==> src/rtl/axi_lite_pkg.sv <==
// Shared definitions for the ALU slave: op codes, bus field positions,
// FSM state types and per-unit default latencies.
package axi_lite_pkg;

  // ALU operation codes carried in IN[11:8]; 9..15 produce a zero result
  localparam logic [3:0] OP_ADD  = 4'd0;
  localparam logic [3:0] OP_SUB  = 4'd1;
  localparam logic [3:0] OP_AND  = 4'd2;
  localparam logic [3:0] OP_OR   = 4'd3;
  localparam logic [3:0] OP_XOR  = 4'd4;
  localparam logic [3:0] OP_NOT  = 4'd5;
  localparam logic [3:0] OP_SHL  = 4'd6;
  localparam logic [3:0] OP_SHR  = 4'd7;
  localparam logic [3:0] OP_PASS = 4'd8;

  // Read request IN = {ID, OP, SRCA, SRCB}
  localparam int IN_ID_LO   = 12;
  localparam int IN_OP_LO   = 8;
  localparam int IN_SRCA_LO = 4;
  localparam int IN_SRCB_LO = 0;

  // Write address AWIN = {ID, ADDR, LEN}
  localparam int AW_ID_LO   = 8;
  localparam int AW_ADDR_LO = 4;
  localparam int AW_LEN_LO  = 0;

  // Write response BRESP = {ID, ERR}
  localparam int BRESP_ID_LO = 1;
  localparam int BRESP_ERR   = 0;

  // Default response latencies per unit type
  localparam logic [4:0] DELAY_ALU = 5'd10;
  localparam logic [4:0] DELAY_MEM = 5'd20;
  localparam logic [4:0] DELAY_IO  = 5'd30;

  typedef enum logic [1:0] {
    R_IDLE = 2'd0,
    R_WAIT = 2'd1,
    R_RESP = 2'd2
  } rstate_e;

  typedef enum logic [1:0] {
    W_IDLE = 2'd0,
    W_DATA = 2'd1,
    W_WAIT = 2'd2,
    W_RESP = 2'd3
  } wstate_e;

  // A programmed latency of zero still costs one cycle
  function automatic logic [4:0] eff_delay(input logic [4:0] d);
    return (d == 5'd0) ? 5'd1 : d;
  endfunction

endpackage

==> src/rtl/alu_slave_delay_counter.sv <==
// Loadable down-counter that stretches a channel's response; done marks
// the final wait cycle.
module delay_counter
  import axi_lite_pkg::*;
(
  input  logic       clk,
  input  logic       rst,
  input  logic       load,
  input  logic [4:0] load_val,
  input  logic       en,
  output logic       done
);

  logic [4:0] count;

  // Load the clamped latency, then count down and park at 1
  always_ff @(posedge clk or negedge rst) begin
    if (!rst) begin
      count <= 5'd0;
    end else if (load) begin
      count <= eff_delay(load_val);
    end else if (en && (count > 5'd1)) begin
      count <= count - 5'd1;
    end
  end

  assign done = (count == 5'd1);

endmodule

==> src/rtl/alu_slave.sv <==
// Bus-style ALU slave: 16x8 operand register file filled by a burst write
// channel, single-beat ALU reads, each response stretched by DELAY.
module alu_slave
  import axi_lite_pkg::*;
(
  input  logic        clk,
  input  logic        rst,
  input  logic        ARVALID,
  output logic        ARREADY,
  input  logic [15:0] IN,
  output logic        RVALID,
  input  logic        RREADY,
  output logic        RLAST,
  output logic [8:0]  OUT,
  input  logic        AWVALID,
  output logic        AWREADY,
  input  logic [11:0] AWIN,
  input  logic        WVALID,
  output logic        WREADY,
  input  logic [7:0]  WDATA,
  input  logic        WLAST,
  output logic        BVALID,
  input  logic        BREADY,
  output logic [4:0]  BRESP,
  input  logic [4:0]  DELAY,
  output logic        RIDLE,
  output logic        WIDLE,
  output logic        RIDLE_prev,
  output logic        WIDLE_prev
);

  logic [7:0] regs [16];

  rstate_e    r_state;
  logic [3:0] rd_id;
  logic [3:0] rd_op;
  logic [7:0] op_a;
  logic [7:0] op_b;
  logic       r_load;
  logic       r_en;
  logic       r_done;

  wstate_e    w_state;
  logic [3:0] wr_id;
  logic [3:0] wr_addr;
  logic [3:0] wr_len;
  logic [3:0] beat;
  logic       w_beat;
  logic       w_end;
  logic       w_err;
  logic       w_en;
  logic       w_done;

  // The read response carries no ID, so the latched read ID is informational
  logic unused_rd_id;
  assign unused_rd_id = ^rd_id;

  function automatic logic [8:0] alu_result(input logic [3:0] op,
                                            input logic [7:0] a,
                                            input logic [7:0] b);
    logic [8:0] res;
    case (op)
      OP_ADD:  res = {1'b0, a} + {1'b0, b};
      OP_SUB:  res = {1'b0, a} - {1'b0, b};
      OP_AND:  res = {1'b0, a & b};
      OP_OR:   res = {1'b0, a | b};
      OP_XOR:  res = {1'b0, a ^ b};
      OP_NOT:  res = {1'b0, ~a};
      OP_SHL:  res = {a[7], a[6:0], 1'b0};
      OP_SHR:  res = {a[0], 1'b0, a[7:1]};
      OP_PASS: res = {1'b0, a};
      default: res = 9'd0;
    endcase
    return res;
  endfunction

  assign r_load = (r_state == R_IDLE) && ARVALID;
  assign r_en   = (r_state == R_WAIT);

  assign w_beat = (w_state == W_DATA) && WVALID;
  assign w_end  = w_beat && (WLAST || (beat == wr_len));
  assign w_err  = !(WLAST && (beat == wr_len));
  assign w_en   = (w_state == W_WAIT);

  delay_counter u_rd_delay (
    .clk      (clk),
    .rst      (rst),
    .load     (r_load),
    .load_val (DELAY),
    .en       (r_en),
    .done     (r_done)
  );

  delay_counter u_wr_delay (
    .clk      (clk),
    .rst      (rst),
    .load     (w_end),
    .load_val (DELAY),
    .en       (w_en),
    .done     (w_done)
  );

  // Register file: burst beats write at ADDR+beat, wrapping within 16 entries
  always_ff @(posedge clk or negedge rst) begin
    if (!rst) begin
      for (int i = 0; i < 16; i++) regs[i] <= 8'd0;
    end else if (w_beat) begin
      regs[wr_addr + beat] <= WDATA;
    end
  end

  // Read FSM: sample operands at accept, compute after the delay, hold until RREADY
  always_ff @(posedge clk or negedge rst) begin
    if (!rst) begin
      r_state <= R_IDLE;
      ARREADY <= 1'b1;
      RVALID  <= 1'b0;
      OUT     <= 9'd0;
      rd_id   <= 4'd0;
      rd_op   <= 4'd0;
      op_a    <= 8'd0;
      op_b    <= 8'd0;
    end else begin
      case (r_state)
        R_IDLE: begin
          if (ARVALID) begin
            rd_id   <= IN[IN_ID_LO +: 4];
            rd_op   <= IN[IN_OP_LO +: 4];
            op_a    <= regs[IN[IN_SRCA_LO +: 4]];
            op_b    <= regs[IN[IN_SRCB_LO +: 4]];
            ARREADY <= 1'b0;
            r_state <= R_WAIT;
          end
        end
        R_WAIT: begin
          if (r_done) begin
            OUT     <= alu_result(rd_op, op_a, op_b);
            RVALID  <= 1'b1;
            r_state <= R_RESP;
          end
        end
        R_RESP: begin
          if (RREADY) begin
            RVALID  <= 1'b0;
            ARREADY <= 1'b1;
            r_state <= R_IDLE;
          end
        end
        default: begin
          RVALID  <= 1'b0;
          ARREADY <= 1'b1;
          r_state <= R_IDLE;
        end
      endcase
    end
  end

  // Write FSM: accept address, take beats until WLAST or LEN+1, then delayed response
  always_ff @(posedge clk or negedge rst) begin
    if (!rst) begin
      w_state <= W_IDLE;
      AWREADY <= 1'b1;
      WREADY  <= 1'b0;
      BVALID  <= 1'b0;
      BRESP   <= 5'd0;
      wr_id   <= 4'd0;
      wr_addr <= 4'd0;
      wr_len  <= 4'd0;
      beat    <= 4'd0;
    end else begin
      case (w_state)
        W_IDLE: begin
          if (AWVALID) begin
            wr_id   <= AWIN[AW_ID_LO +: 4];
            wr_addr <= AWIN[AW_ADDR_LO +: 4];
            wr_len  <= AWIN[AW_LEN_LO +: 4];
            beat    <= 4'd0;
            AWREADY <= 1'b0;
            WREADY  <= 1'b1;
            w_state <= W_DATA;
          end
        end
        W_DATA: begin
          if (w_end) begin
            BRESP[BRESP_ID_LO +: 4] <= wr_id;
            BRESP[BRESP_ERR]        <= w_err;
            WREADY  <= 1'b0;
            w_state <= W_WAIT;
          end else if (w_beat) begin
            beat <= beat + 4'd1;
          end
        end
        W_WAIT: begin
          if (w_done) begin
            BVALID  <= 1'b1;
            w_state <= W_RESP;
          end
        end
        W_RESP: begin
          if (BREADY) begin
            BVALID  <= 1'b0;
            AWREADY <= 1'b1;
            w_state <= W_IDLE;
          end
        end
        default: begin
          WREADY  <= 1'b0;
          BVALID  <= 1'b0;
          AWREADY <= 1'b1;
          w_state <= W_IDLE;
        end
      endcase
    end
  end

  assign RLAST = RVALID;
  assign RIDLE = (r_state == R_IDLE);
  assign WIDLE = (w_state == W_IDLE);

  // One-cycle-old idle copies so the master can spot an idle rising edge
  always_ff @(posedge clk or negedge rst) begin
    if (!rst) begin
      RIDLE_prev <= 1'b1;
      WIDLE_prev <= 1'b1;
    end else begin
      RIDLE_prev <= RIDLE;
      WIDLE_prev <= WIDLE;
    end
  end

endmodule

==> config.mk <==
export PLATFORM = sky130hd
export DESIGN_NAME = alu_slave
export DESIGN_NICKNAME = d
export VERILOG_FILES = /design/src/rtl/axi_lite_pkg.sv /design/src/rtl/alu_slave_delay_counter.sv /design/src/rtl/alu_slave.sv
export SDC_FILE = /design/constraint.sdc
export NUM_CORES = 1
export LEC_CHECK = 0
export BUFFER_PORTS_ARGS = -buffer_cell sky130_fd_sc_hd__buf_2
export CAP_MARGIN = 20
export CORE_MARGIN = 1.5
export CORE_UTILIZATION = 35
export CTS_CLUSTER_SIZE = 10
export DETAILED_ROUTE_END_ITERATION = 12
export MAX_ROUTING_LAYER = met4
export PLACE_DENSITY = 0.56
export SLEW_MARGIN = 20
export SYNTH_ARGS = -nofsm -noshare
export SYNTH_HDL_FRONTEND = slang
export SYNTH_SLANG_ARGS = --single-unit
==> constraint.sdc <==
create_clock -name clk -period 3.6 [get_ports clk]
set_input_delay 0.18 -clock clk [delete_from_list [all_inputs] [get_ports clk]]
set_output_delay 0.18 -clock clk [all_outputs]
set_load 0.01 [all_outputs]
Word level (Yosys, flattened, before mapping). Cells that the tools add are included.

Add/subtract/negate cells: 6. Order comparisons: 6. Eq/ne operators: 25. Muxes and demuxes: 43. Bitwise operators: 9. Reductions and logical operators: 30.

Operators with widths (count): bitwise mux 128 bit (1); case mux 9 bit (9 select lines) (1); binary-select mux 8 bit (select 4 bit) (2); 2-to-1 mux 8 bit (5); demux 8 bit (select 4 bit) (1); 2-to-1 mux 5 bit (5); AND reduction 3 bit (6); == test 4 x 3 -> 1 bit (second input constant) (4); inequality test 2 bit (second input constant) (8); greater-or-equal comparator 5 bit (second input constant) (3); inverter 4 -> 5 bit (3); 2-to-1 mux 2 bit (7); 2-to-1 mux 4 bit (3); == test 5 x 1 -> 1 bit (second input constant) (2); > comparator 5 x 1 -> 1 bit (second input constant) (2); 2-to-1 mux 1 bit (10); nonzero test 2 bit (5); subtractor 5 x 1 -> 5 bit (second input constant) (2); adder 8 x 8 -> 9 bit (1); subtractor 8 x 8 -> 9 bit (1); AND 8 bit (1); == test 4 x 2 -> 1 bit (second input constant) (2); inverter 8 bit (1); OR 8 bit (1); other kinds (24) (42).

Bits in registers: 199. Bits of input ports: 49. Output and inout bits: 24. Logic and storage cells: 155.

Longest topological paths before layout.
Depth after elaboration: 7. Depth in mapped cells: 11. Gate-level depth less buffers: 11.

Modules after synthesis. Synthesis repeated with hierarchy kept, for this count alone.

Cell total of the unflattened synthesis: 907. Area, all modules: 11434.7 um2.

Modules (own cells, without submodules): alu_slave (instances 1, cells an instance 829, area each 10726.5 um2, seq. area each 4734.5 um2); delay_counter (instances 2, cells an instance 39, area each 354.1 um2, seq. area each 125.1 um2).

Least setup slack after synthesis. Ideal clock, no wire load.

Path type: register to register. Start: reg rd_op[2]. End: reg OUT[5]. Setup time: 0.137 ns. Arrival time: 2.793 ns. Data required time: 3.463 ns. Path slack: 0.670 ns. Stages on the path, launching flop included: 10. Path buffers: 0. Period minus slack after synthesis: 2.930 ns. Cells stage by stage: dfrtp_1 -> nand2b_1 -> nor3_1 -> mux2i_1 -> ha_1 -> nor2b_1 -> o31a_1 -> mux2_2 -> a2111oi_0 -> a31oi_1.

Cells in the longest elaborated chain, start to end: 2. Elaborated cells on any way between the ends: 10. Those cells by class: eq/ne (8); mux (1); reduce/logical (1).

Ends and longest elaborated chain: from (decl) (line alu_slave.sv:36) `logic [3:0] rd_op;`; from (signal assigned) (line alu_slave.sv:128) `rd_op <= IN[IN_OP_LO +: 4];`; == test 4 bit, or another cell as far along (line alu_slave.sv:62) `case (op)`; case mux 9 bit (9 select lines) * (line alu_slave.sv:62); to (signal assigned) (line alu_slave.sv:137) `OUT <= alu_result(rd_op, op_a, op_b);`; to (decl) (line alu_slave.sv:14) `output logic [8:0] OUT,`.

Every way passes the cells marked *; elsewhere a longest branch is shown, timed or not. A chain may end at the register's enable or synchronous reset.

Worst setup path in the final report. Same ends and word-level chain as after synthesis.

==> key figures <==
Status
  • Status: complete, no violations

Finish
  • Diode count: 0
  • Syn-to-layout area delta: 14.0%
  • Share of layout cells above drive strength 1: 36.6%
  • Fin cells: 1450
  • Multi-input logic area: 6290 µm²
  • Post-layout nets: 1083
  • Post-layout util: 40.6%
  • Register area: 4980 µm²
  • Fillcell total: 3199

Worst setup path
  • Required @ worst endpoint: 3.90 ns
  • CP Launch Type: flop
  • CP Capture Type: flop
  • Arrival time at the worst endpoint: 3.35 ns
  • Crit-path max FO: 7
  • Critical path type: flop to flop

Global route
  • Overall routing resource usage: 17.8%
  • Vias in the first global route: 7885
  • Remaining Overflow, GRT: 0
  • Largest net degree at the start of global routing: 75
  • Met1 GRT Util: 22.9%
  • First-pass GRT wire length: 44800 µm
  • Initial antenna violation count: 0
  • Grt peak-use layer: met2
  • M3 GR Usage: 2.26%
  • GR Layer Usage met2: 29.6%

STA
  • Final Skew: 0.0138 ns
  • Fmax: 0.328 GHz
  • Final clock period utilization by the worst path: 84.8%
  • Final count of hold timing violations: 0
  • RSZ-0062 raised after global routing: no
  • Slew headroom: 36.5%
  • Total Neg Setup Slack: 0 ns
  • Final setup vio count: 0
  • Worst Max-Slew Pin Slew: 0.953 ns
  • Slew Limit Fails: 0
  • Tmin final: 3.05 ns

Power and ir drop
  • Pwr/cell area: 747 nW/µm²
  • P_leak: 5.85 nW
  • Max VDD drop: 0.376 mV

Yosys
  • Area share of the largest cell type after synthesis: 42.1%
  • Cell count after synthesis: 920
  • Top FF cell, synth: dfrtp_1
  • Syn Nets: 1008
  • Yosys cell types: 64
  • Synth Cell Area: 11600 µm²
  • Most frequent cell after synthesis: dfrtp_1
  • Synthesized area per cell: 12.6 µm²
  • Synth area leader: dfrtp_1
  • Top post-synthesis cells by area: dfrtp_1 42%, mux2_2 14%, mux4_2 13%
  • Synth cell count leaders: 195 x dfrtp_1, 145 x mux2_2, 67 x mux4_2
  • Synthesized flop and latch total: 199
  • Seq/Total Area, Yosys: 43.0%
  • Post-synth EDFFs: 0
  • Synth warnings: 0
  • Asr flop ratio synth: 100%

Drt
  • Vias per std cell: 5.35
  • WL final: 28200 µm
  • DRC viols: 0
  • Via count of the routed design: 7760
  • Starting DRT DRC Count: 473
  • Antenna Nets Post-Route: 0
  • DR pass1 iterations: 5
  • Avg WL per Cell: 19.4 µm

CTS
  • Root buf cell: clkbuf_16
  • Post-CTS sizing: 0
  • TritonCTS Buffers: 17
  • H-tree Lvls: 4
  • Clock Tree Buf Depth: 2
  • Clock Latency Late Sink: 0.44 ns
  • CTS clk-pin slew, worst paths: 0.08 ns
  • Sink Count: 199
  • Setup Buffers After CTS: 0
  • CTS tree: done

Floorplanning
  • I/O pin total: 73
  • Die area: 34200 µm²
  • Core Area: 32500 µm²
  • Die H: 185 µm
  • Die Span X: 185 µm
  • # rows: 66
  • Initial Util: 35.6%

Place
  • Hpwl dp: 18700 µm
  • IO buf count: 68
  • GP Congestion: 0.844
  • Placed Cells incl. Taps: 1396

Job
  • Max_cap viols: 0

Hold path
  • HP Class: primary input to flop
metrics by stage:
step	hold slack [ns]	power [mW]	worst slack [ns]	instance area, µm²
finish	0.0315	9.87	0.549	13200
global route	0.0432	10.6	0.298	13200
CTS	0.0112	9.94	0.538	13200
detailed placement	0.251	7.96	0.565	12400
global placement	0.252	7.87	0.539	12400
floorplan	-0.116	6.89	0.670	11600
cell usage in the layout, fill, tap and decap left out, types with 29 or more instances in the layout:
cell type,count
buf_2,67
nand2_1,60
o21ai_0,35
mux2i_1,30
ha_1,37
dfrtp_1,195
mux2_2,145
mux4_2,67
inv_1,29
nor2_1,40
a21oi_1,31
registers in the layout, indices dropped and copies added, names as in the netlist, 2 cells and up:
signal            cells
regs                128
OUT                   9
op_a                  8
op_b                  8
BRESP                 5
u_rd_delay.count      5
u_wr_delay.count      5
beat                  4
rd_op                 4
wr_addr               4
wr_id                 4
wr_len                4
r_state               2
w_state               2
cell families (layout without fill, tap and decap cells):
logic type / after synthesis / count (layout) / synth area share [%]
adder cells (fa/ha/maj): 39 / 39 / 4.34
AO/OA/AOI/OAI: 131 / 131 / 7.44
flip-flops: 199 / 199 / 43.0
AND/OR/NAND/NOR: 193 / 193 / 8.72
buffers and inverters: 78 / 166 / 2.73
multiplexers: 260 / 260 / 32.2
XOR/XNOR: 20 / 20 / 1.58
layer usage:
metal / vias to the layer above / wire length, µm
met2: 133 / 14200
met1: 4022 / 12800
met3: 20 / 750
met4: 0 / 365
li1: 3585 / -
met5: - / 0
repair_timing:
action | CTS | global route
setup endpoints to repair | 0 | 0
hold buffers | 22 | 0
endpoints found under the hold margin | 93 | 0
power by group:
part / internal [mW] / switching (mW) / leakage (nW)
registers: 3.11 / 0.651 / 2.57
clock network: 0.990 / 0.938 / 0.283
logic: 2.16 / 2.03 / 2.99
layout make-up:
| cell class | count | share of cell area, % |
|---|---|---|
| multi-input cells | 643 | 47.6 |
| flip-flops and latches | 199 | 37.7 |
| repair buffers | 105 | 5.26 |
| well taps | 442 | 4.19 |
| clock buffers | 18 | 3.25 |
| clock inverters | 14 | 1.19 |
| inverters | 29 | 0.824 |
critical path: stages, from the launching register on:
cell and delay, ns:
dfrtp_1 0.38, nand2b_1 0.24, nor3_1 0.19, buf_4 0.19, mux2i_1 0.32, ha_1 0.28
nor2b_1 0.14, o31a_1 0.29, mux2_2 0.28, a2111oi_0 0.47, a31oi_1 0.14
final timing paths:
path                                            from                         endpoint  slack (ns)  depth (start not counted)
worst min register to register    OUT[8]$_DFFE_PN0P_               OUT[8]$_DFFE_PN0P_        0.50                          2
worst max-delay path            rd_op[2]$_DFFE_PN0P_               OUT[5]$_DFFE_PN0P_        0.55                         10
min in group asynchronous                        rst  u_wr_delay.count[3]$_DFFE_PN0P_        0.32                          2
max in group asynchronous                        rst             regs[24]$_DFFE_PN0P_        2.41                          3
worst max register to register  rd_op[2]$_DFFE_PN0P_               OUT[5]$_DFFE_PN0P_        0.55                         10
worst min-delay path                        DELAY[0]  u_rd_delay.count[0]$_DFFE_PN0P_        0.03                          3
Power figures use the tool's default switching activity.
